===== src/rtl/reg_dr_gen.sv =====
// Loadable up/down register with a small save/restore stack.
// Configurable width, stack depth, and wrap-around or saturating arithmetic.
module reg_dr_gen #(
  parameter int unsigned WIDTH = 16,
  parameter int unsigned DEPTH = 4,
  parameter int unsigned SAT   = 0
) (
  input  logic                       clk,
  input  logic                       rst_n,
  input  logic [WIDTH-1:0]           data_in,
  input  logic                       ld,
  input  logic                       inc,
  input  logic                       dec,
  input  logic                       clr,
  input  logic                       push,
  input  logic                       pop,
  output logic [WIDTH-1:0]           data_out,
  output logic                       zero,
  output logic                       ovf,
  output logic [$clog2(DEPTH):0]     stk_cnt,
  output logic                       stk_full,
  output logic                       stk_empty,
  output logic                       err
);

  localparam int unsigned AW = $clog2(DEPTH);
  localparam int unsigned CW = AW + 1;

  logic [WIDTH-1:0] data_q, data_d;
  logic [CW-1:0]    cnt_q, cnt_d;
  logic             ovf_q, ovf_d;
  logic             err_q, err_d;
  logic [WIDTH-1:0] stk_q [DEPTH];

  logic          full, empty;
  logic          push_ok, pop_ok;
  logic [AW-1:0] push_idx, pop_idx;

  assign full     = (cnt_q == CW'(DEPTH));
  assign empty    = (cnt_q == '0);
  assign push_idx = AW'(cnt_q);
  assign pop_idx  = AW'(cnt_q - CW'(1));

  // Simultaneous push and pop cancel each other and count as an error.
  assign push_ok = push & ~pop & ~full;
  assign pop_ok  = pop & ~push & ~empty;

  always_comb begin
    data_d = data_q;
    ovf_d  = 1'b0;
    cnt_d  = cnt_q;
    err_d  = (push & pop) | (push & ~pop & full) | (pop & ~push & empty);

    if (push_ok)
      cnt_d = cnt_q + CW'(1);
    else if (pop_ok)
      cnt_d = cnt_q - CW'(1);

    // A pop overridden by clr/ld still consumes its entry through cnt_d above.
    if (clr) begin
      data_d = '0;
    end else if (ld) begin
      data_d = data_in;
    end else if (pop_ok) begin
      data_d = stk_q[pop_idx];
    end else if (inc && !dec) begin
      if (data_q == '1) begin
        ovf_d = 1'b1;
        if (SAT == 0) data_d = '0;
      end else begin
        data_d = data_q + WIDTH'(1);
      end
    end else if (dec && !inc) begin
      if (data_q == '0) begin
        ovf_d = 1'b1;
        if (SAT == 0) data_d = '1;
      end else begin
        data_d = data_q - WIDTH'(1);
      end
    end
  end

  always_ff @(posedge clk or negedge rst_n) begin
    if (!rst_n) begin
      data_q <= '0;
      cnt_q  <= '0;
      ovf_q  <= 1'b0;
      err_q  <= 1'b0;
    end else begin
      data_q <= data_d;
      cnt_q  <= cnt_d;
      ovf_q  <= ovf_d;
      err_q  <= err_d;
    end
  end

  // Stack storage has no reset; entries at or above the count are don't-care.
  always_ff @(posedge clk) begin
    if (push_ok) stk_q[push_idx] <= data_q;
  end

  assign data_out  = data_q;
  assign zero      = (data_q == '0);
  assign ovf       = ovf_q;
  assign stk_cnt   = cnt_q;
  assign stk_full  = full;
  assign stk_empty = empty;
  assign err       = err_q;

endmodule


===== config.mk =====
export PLATFORM = sky130hd
export DESIGN_NAME = reg_dr_gen
export DESIGN_NICKNAME = d
export VERILOG_FILES = /design/src/rtl/reg_dr_gen.sv
export SDC_FILE = /design/constraint.sdc
export NUM_CORES = 1
export LEC_CHECK = 0
export CAP_MARGIN = 10
export CORE_ASPECT_RATIO = 2
export CORE_MARGIN = 1.5
export CORE_UTILIZATION = 45
export CTS_CLUSTER_DIAMETER = 80
export DETAILED_ROUTE_END_ITERATION = 12
export PLACE_DENSITY = 0.68
export SLEW_MARGIN = 20
export SYNTH_ARGS = -nofsm -noshare
export SYNTH_HDL_FRONTEND = slang
export SYNTH_SLANG_ARGS = --single-unit

===== constraint.sdc =====
create_clock -name clk -period 5.1 [get_ports clk]
set_clock_uncertainty 0.05 [all_clocks]
set_input_delay 1.02 -clock clk [delete_from_list [all_inputs] [get_ports clk]]
set_output_delay 1.02 -clock clk [all_outputs]
set_load 0.005 [all_outputs]

# ---- After elaboration in Yosys (flattened, before gate mapping)
# Memory sizes are Yosys's and may differ from the RTL's.
# Index checks and enable logic that the tools add are counted.
dict set report classes {
  bitwise_logic 13
  reduce_logical 8
  multipliers 0
  shifts 0
  add_sub_neg 4
  n_mux 18
  magnitude_cmp 0
  n_eq_ne 2
  div_mod_pow 0
}
# operator n
set ops {}
lappend ops {{16-bit two-way mux} 7}
lappend ops {{16-bit by 1-bit adder with 16-bit output, second input constant} 1}
lappend ops {{16-bit == test, second input constant} 1}
lappend ops {{16-bit zero test} 1}
lappend ops {{16-bit by 1-bit subtractor with 16-bit output, second input constant} 1}
lappend ops {{1-bit two-way mux} 9}
lappend ops {{1-bit bitwise AND} 7}
lappend ops {{3-bit two-way mux} 2}
lappend ops {{5-bit nonzero test} 1}
lappend ops {{1-bit NOT} 4}
lappend ops {{3-bit by 1-bit adder with 3-bit output, second input constant} 1}
lappend ops {{3-bit == test, second input constant} 1}
lappend ops {{3-bit zero test} 1}
lappend ops {{3-bit by 1-bit subtractor with 3-bit output, second input constant} 1}
lappend ops {{1-bit logical AND} 2}
lappend ops {{1-bit zero test} 2}
lappend ops {{1-bit OR} 2}
lappend ops {{2-bit nonzero test} 1}
dict set report word_totals {
  reg_bits 21
  mem_bits_rw 64
  memories 1
  out_inout_bits 24
  latchBits 0
  wordCells 50
  rom_bits 0
  in_bits 24
}
# name depth word_bits rd rd_clocked_by_memory_dff write_ports line_no
set mem_list {}
lappend mem_list {stk_q 4 16 1 0 1 33} ;# logic [WIDTH-1:0] stk_q [DEPTH];

# ---- Depth between registers and ports, before layout
dict set report depth {
  depth_word 7
  depth_mapped 11
  depth_no_buf 9
}

# ---- Least setup slack after synthesis
# OpenSTA, ideal clock, no wires.
dict set report synth_path {
  kind {register to register}
  from {register cnt_q[0], in the netlist stk_cnt[0]}
  to {memory stk_q[3][0] (enable)}
  n_path_buf 2
  t_required_ps 4675
  slack_ps 2194
  synth_period_minus_slack_ps 2906
  stages_incl_launch_ff 8
  setup_ps 375
  arrival_time_ps 2480
  cell_sequence {dfrtp_1 -> buf_2 -> buf_2 -> inv_1 -> ha_1 -> ha_1 -> nor3b_1 -> and2_1}
}
dict set report synth_via {
  elab_chain_len 5
}
# item line_no
set synth_rtl {}
lappend synth_rtl {{start, declared} 30} ;# logic [CW-1:0] cnt_q, cnt_d;
lappend synth_rtl {{start signal, assigned} 91} ;# cnt_q <= cnt_d;
lappend synth_rtl {{3-bit == test} 39} ;# assign full = (cnt_q == CW'(DEPTH));
lappend synth_rtl {{via stk_full} 21} ;# output logic stk_full,
lappend synth_rtl {{1-bit NOT} 45} ;# assign push_ok = push & ~pop & ~full;
lappend synth_rtl {{1-bit bitwise AND} 45}
lappend synth_rtl {{1-bit two-way mux} 99} ;# if (push_ok) stk_q[push_idx] <= data_q;
lappend synth_rtl {{1-bit two-way mux (implied by the code)} 99}
lappend synth_rtl {{end, declared} 33}
# The timed path passes the listed nets, and every way through them passes these cells.

# ---- Final worst setup path
dict set report layout_path {
  from {register data_q[11], in the netlist data_out[11]}
  to {output port zero}
}
dict set report layout_via {
  elab_chain_len 1
}
# item line_no
set layout_rtl {}
lappend layout_rtl {{start, declared} 29} ;# logic [WIDTH-1:0] data_q, data_d;
lappend layout_rtl {{start signal, assigned} 90} ;# data_q <= data_d;
lappend layout_rtl {{16-bit zero test} 103} ;# assign zero = (data_q == '0);
lappend layout_rtl {{end, declared} 18} ;# output logic zero,
# Every way passes these cells.

==> impl_metrics.csv <==
group,metric,value,unit
final_layout,synthToLayoutAreaGrowth,17.85,%
placed_design,dp_hpwl,7.841,mm
global_routing,grt_use_total,0.2335,
final_layout,fin_cells,550,
sta,rsz0062_at_grt,"false",
final_layout,nFillCells,848,
die,initial_core_util,0.4625,
clock_tree,post_cts_buffers,0,
die,dieArea,0.01061,mm²
placed_design,gp_congestion,0.9346,
final_layout,utilization,0.5450,
worst_setup_path,required,4.03,ns
routing,dr.pass1.iters,5,
placed_design,io_buffers,47,
logic_synthesis,yosysSeqAreaShare,0.5456,
final_layout,drive_gt1_frac,0.1172,
clock_tree,cts-hold-fix-buffers,0,
worst_setup_path,crit_arrival,2.62,ns
final_layout,final_cell_area,0.005286,mm²
global_routing,antenna_found_initial,0,
logic_synthesis,synth-main-ff-cell,"edfxtp_1",
final_layout,seqCellArea,0.002447,mm²
sta,worst_slew_pin_slew,1.027,ns
die,io_pins,48,
logic_synthesis,post_synth_most_frequent_cells,"64 x edfxtp_1, 30 x a21oi_1, 29 x nand2_1",
run,max_cap_viol_count,0,
die,rows,51,
routing,drtAntennaViolNets,0,
final_layout,multi_input_area,0.001817,mm²
die,die_w,73.60,µm
sta,fin_crit,3.689,ns
global_routing,grt_pass1_vias,3286,
logic_synthesis,synth.most_common_cell,"edfxtp_1",
pwr,p_leak,1.833,nW
clock_tree,cts_tree,"built",
placed_design,pre_cts_ws,1.512,ns
die,core-area,0.009699,mm²
clock_tree,numCtsBuffers,9,
clock_tree,postCtsResizedCells,0,
logic_synthesis,synth-async-reset-ratio,0.2471,
hold_path,hold_path.class,"reg -> reg",
logic_synthesis,syn_avg_cell_area,11.84,µm²
logic_synthesis,synthCells,379,
sta,relSlewSlack,0.3155,
global_routing,grt_max_degree,24,
clock_tree,h-tree-depth,3,
placed_design,placed_area,0.004996,mm²
final_layout,antenna_cells,0,
pwr,ir_drop,0.0002087,V
logic_synthesis,yosys.area.top_type,"edfxtp_1",
global_routing,grt_pass1_wl,17.85,mm
clock_tree,clock_path_buffers,2,
placed_design,dp_cells,534,
logic_synthesis,synth_seq_cells,85,
die,fp.dieH,144.2,µm
sta,hold_violations,0,
routing,route.detailed.drc,0,
routing,drtIter0Drc,360,
logic_synthesis,synthTopCellsByArea,"edfxtp_1 43%, dfrtp_1 12%, mux4_2 8.0%",
sta,fmax,271.0,MHz
final_layout,fin_nets,446,
worst_setup_path,path_max_fanout,15,
routing,via_per_inst,6.055,
pwr,power.density,434.4,mW/mm²
clock_tree,clkLatencyLatePin,0.35,ns
worst_setup_path,cp-start-kind,"flip-flop",
worst_setup_path,critical_path_class,"reg -> out",
sta,setup_tns,0,ns
routing,wire_per_inst,21.17,µm
clock_tree,clk_root_buffer_cell,"clkbuf_16",
global_routing,grt_overflow,0,
logic_synthesis,syn-num-nets,412,
sta,fin_crit_sh,0.7234,
status,status,"completed",
sta,setup_viol,0,
logic_synthesis,post-synth-top-area-fraction,0.4285,
logic_synthesis,ys_warn_count,0,
sta,finalWorstSetupSlack,1.411,ns
clock_tree,clkSlewWorstSetupHoldPaths,0.06,ns
routing,vias,3330,
logic_synthesis,synth_edf_count,64,
logic_synthesis,synth.cell_area,0.004486,mm²
routing,wl,11.64,mm
sta,slew_viol_final,0,
logic_synthesis,yosysUniqueCellTypes,60,
worst_setup_path,cp-end-kind,"output pin",
clock_tree,cts.sinks,85,
==> cells by family (layout without fill, tap and decap cells) <==
kind of cell    count (synthesis)  after routing  synth area share
simple gates                  122            122            0.1445
compound gates                 88             88            0.1314
xor+xnor                       11             11           0.02148
buf+inv                        47             86           0.04937
fa+ha+maj                       9              9           0.02511
mux                            17             17           0.08257
flops                          85             85            0.5456
==> per-stage QoR <==
step                total power, mW  hold slack (ns)
finish                        2.297           0.4739
global route                  2.406           0.5045
CTS                           2.306           0.4781
detailed placement            1.671           0.4709
global placement              1.658           0.4692
floorplan                     1.419           0.4535
==> area by class of cell <==
type                       instances  share of cell area
tap                              132             0.03124
inverter                          19             0.01349
clock inverter                     7             0.01231
clock buffer                       9             0.04260
timing repair buffer              51             0.09373
multi-input combinational        247              0.3437
sequential                        85              0.4630
==> worst max-delay path, cell delays in order (launching register included) <==
cell and delay, ns:
dfrtp_1 0.55, nor4_1 0.61, and4_1 0.52, clkdlybuf4s50_1 0.59
==> path summary, 6_finish.rpt <==
| kind | end | slack [ns] | start | depth (start not counted) |
|---|---|---|---|---|
| worst max-delay path | zero | 1.41 | data_out[11] | 3 |
| worst min-delay path | stk_cnt[2] | 0.47 | stk_cnt[2] | 1 |
| worst max register to register | stk_q[2][1] | 2.25 | stk_cnt[1] | 5 |
| worst min register to register | stk_cnt[2] | 0.47 | stk_cnt[2] | 1 |
| max in group asynchronous | data_out[6] | 4.01 | rst_n | 1 |
| min in group asynchronous | data_out[11] | 0.61 | rst_n | 1 |
==> flip-flops by register name, indices dropped and copies added, names as in the netlist <==
register  flops
stk_cnt       3
ovf           1
stk_q        64
data_out     16
err           1
==> routing by layer <==
layer	up-vias	routed length, µm	part of all wire	track usage
met5	-	0	0	0
met4	0	335	0.029	0.1053
met3	28	573	0.049	0.03902
met2	139	6185	0.53	0.3950
met1	1648	4548	0.39	0.2866
li1	1515	-	-	-
==> where the power goes <==
| part | switching, mW | internal (mW) |
|---|---|---|
| Combinational | 0.365 | 0.347 |
| Sequential | 0.0936 | 0.850 |
| Clock | 0.265 | 0.376 |
==> layout by cell type (no fill, tap or decap), drive strengths merged, types with 3 or more instances in the layout <==
| master | count |
|---|---|
| a2111oi | 3 |
| a21oi | 30 |
| a221oi | 4 |
| a31oi | 5 |
| a32oi | 3 |
| and2 | 4 |
| and3 | 5 |
| buf | 5 |
| clkbuf | 9 |
| clkdlybuf4s50 | 46 |
| clkinv | 5 |
| dfrtp | 21 |
| edfxtp | 64 |
| ha | 9 |
| inv | 20 |
| mux4 | 16 |
| nand2 | 29 |
| nand3 | 10 |
| nand4 | 11 |
| nor2 | 29 |
| nor2b | 3 |
| nor3 | 9 |
| nor3b | 3 |
| nor4 | 10 |
| o211ai | 4 |
| o21ai | 16 |
| o221ai | 3 |
| o22ai | 5 |
| o31ai | 3 |
| xnor2 | 8 |
| xor2 | 3 |
(Power assumes the default switching activity.)
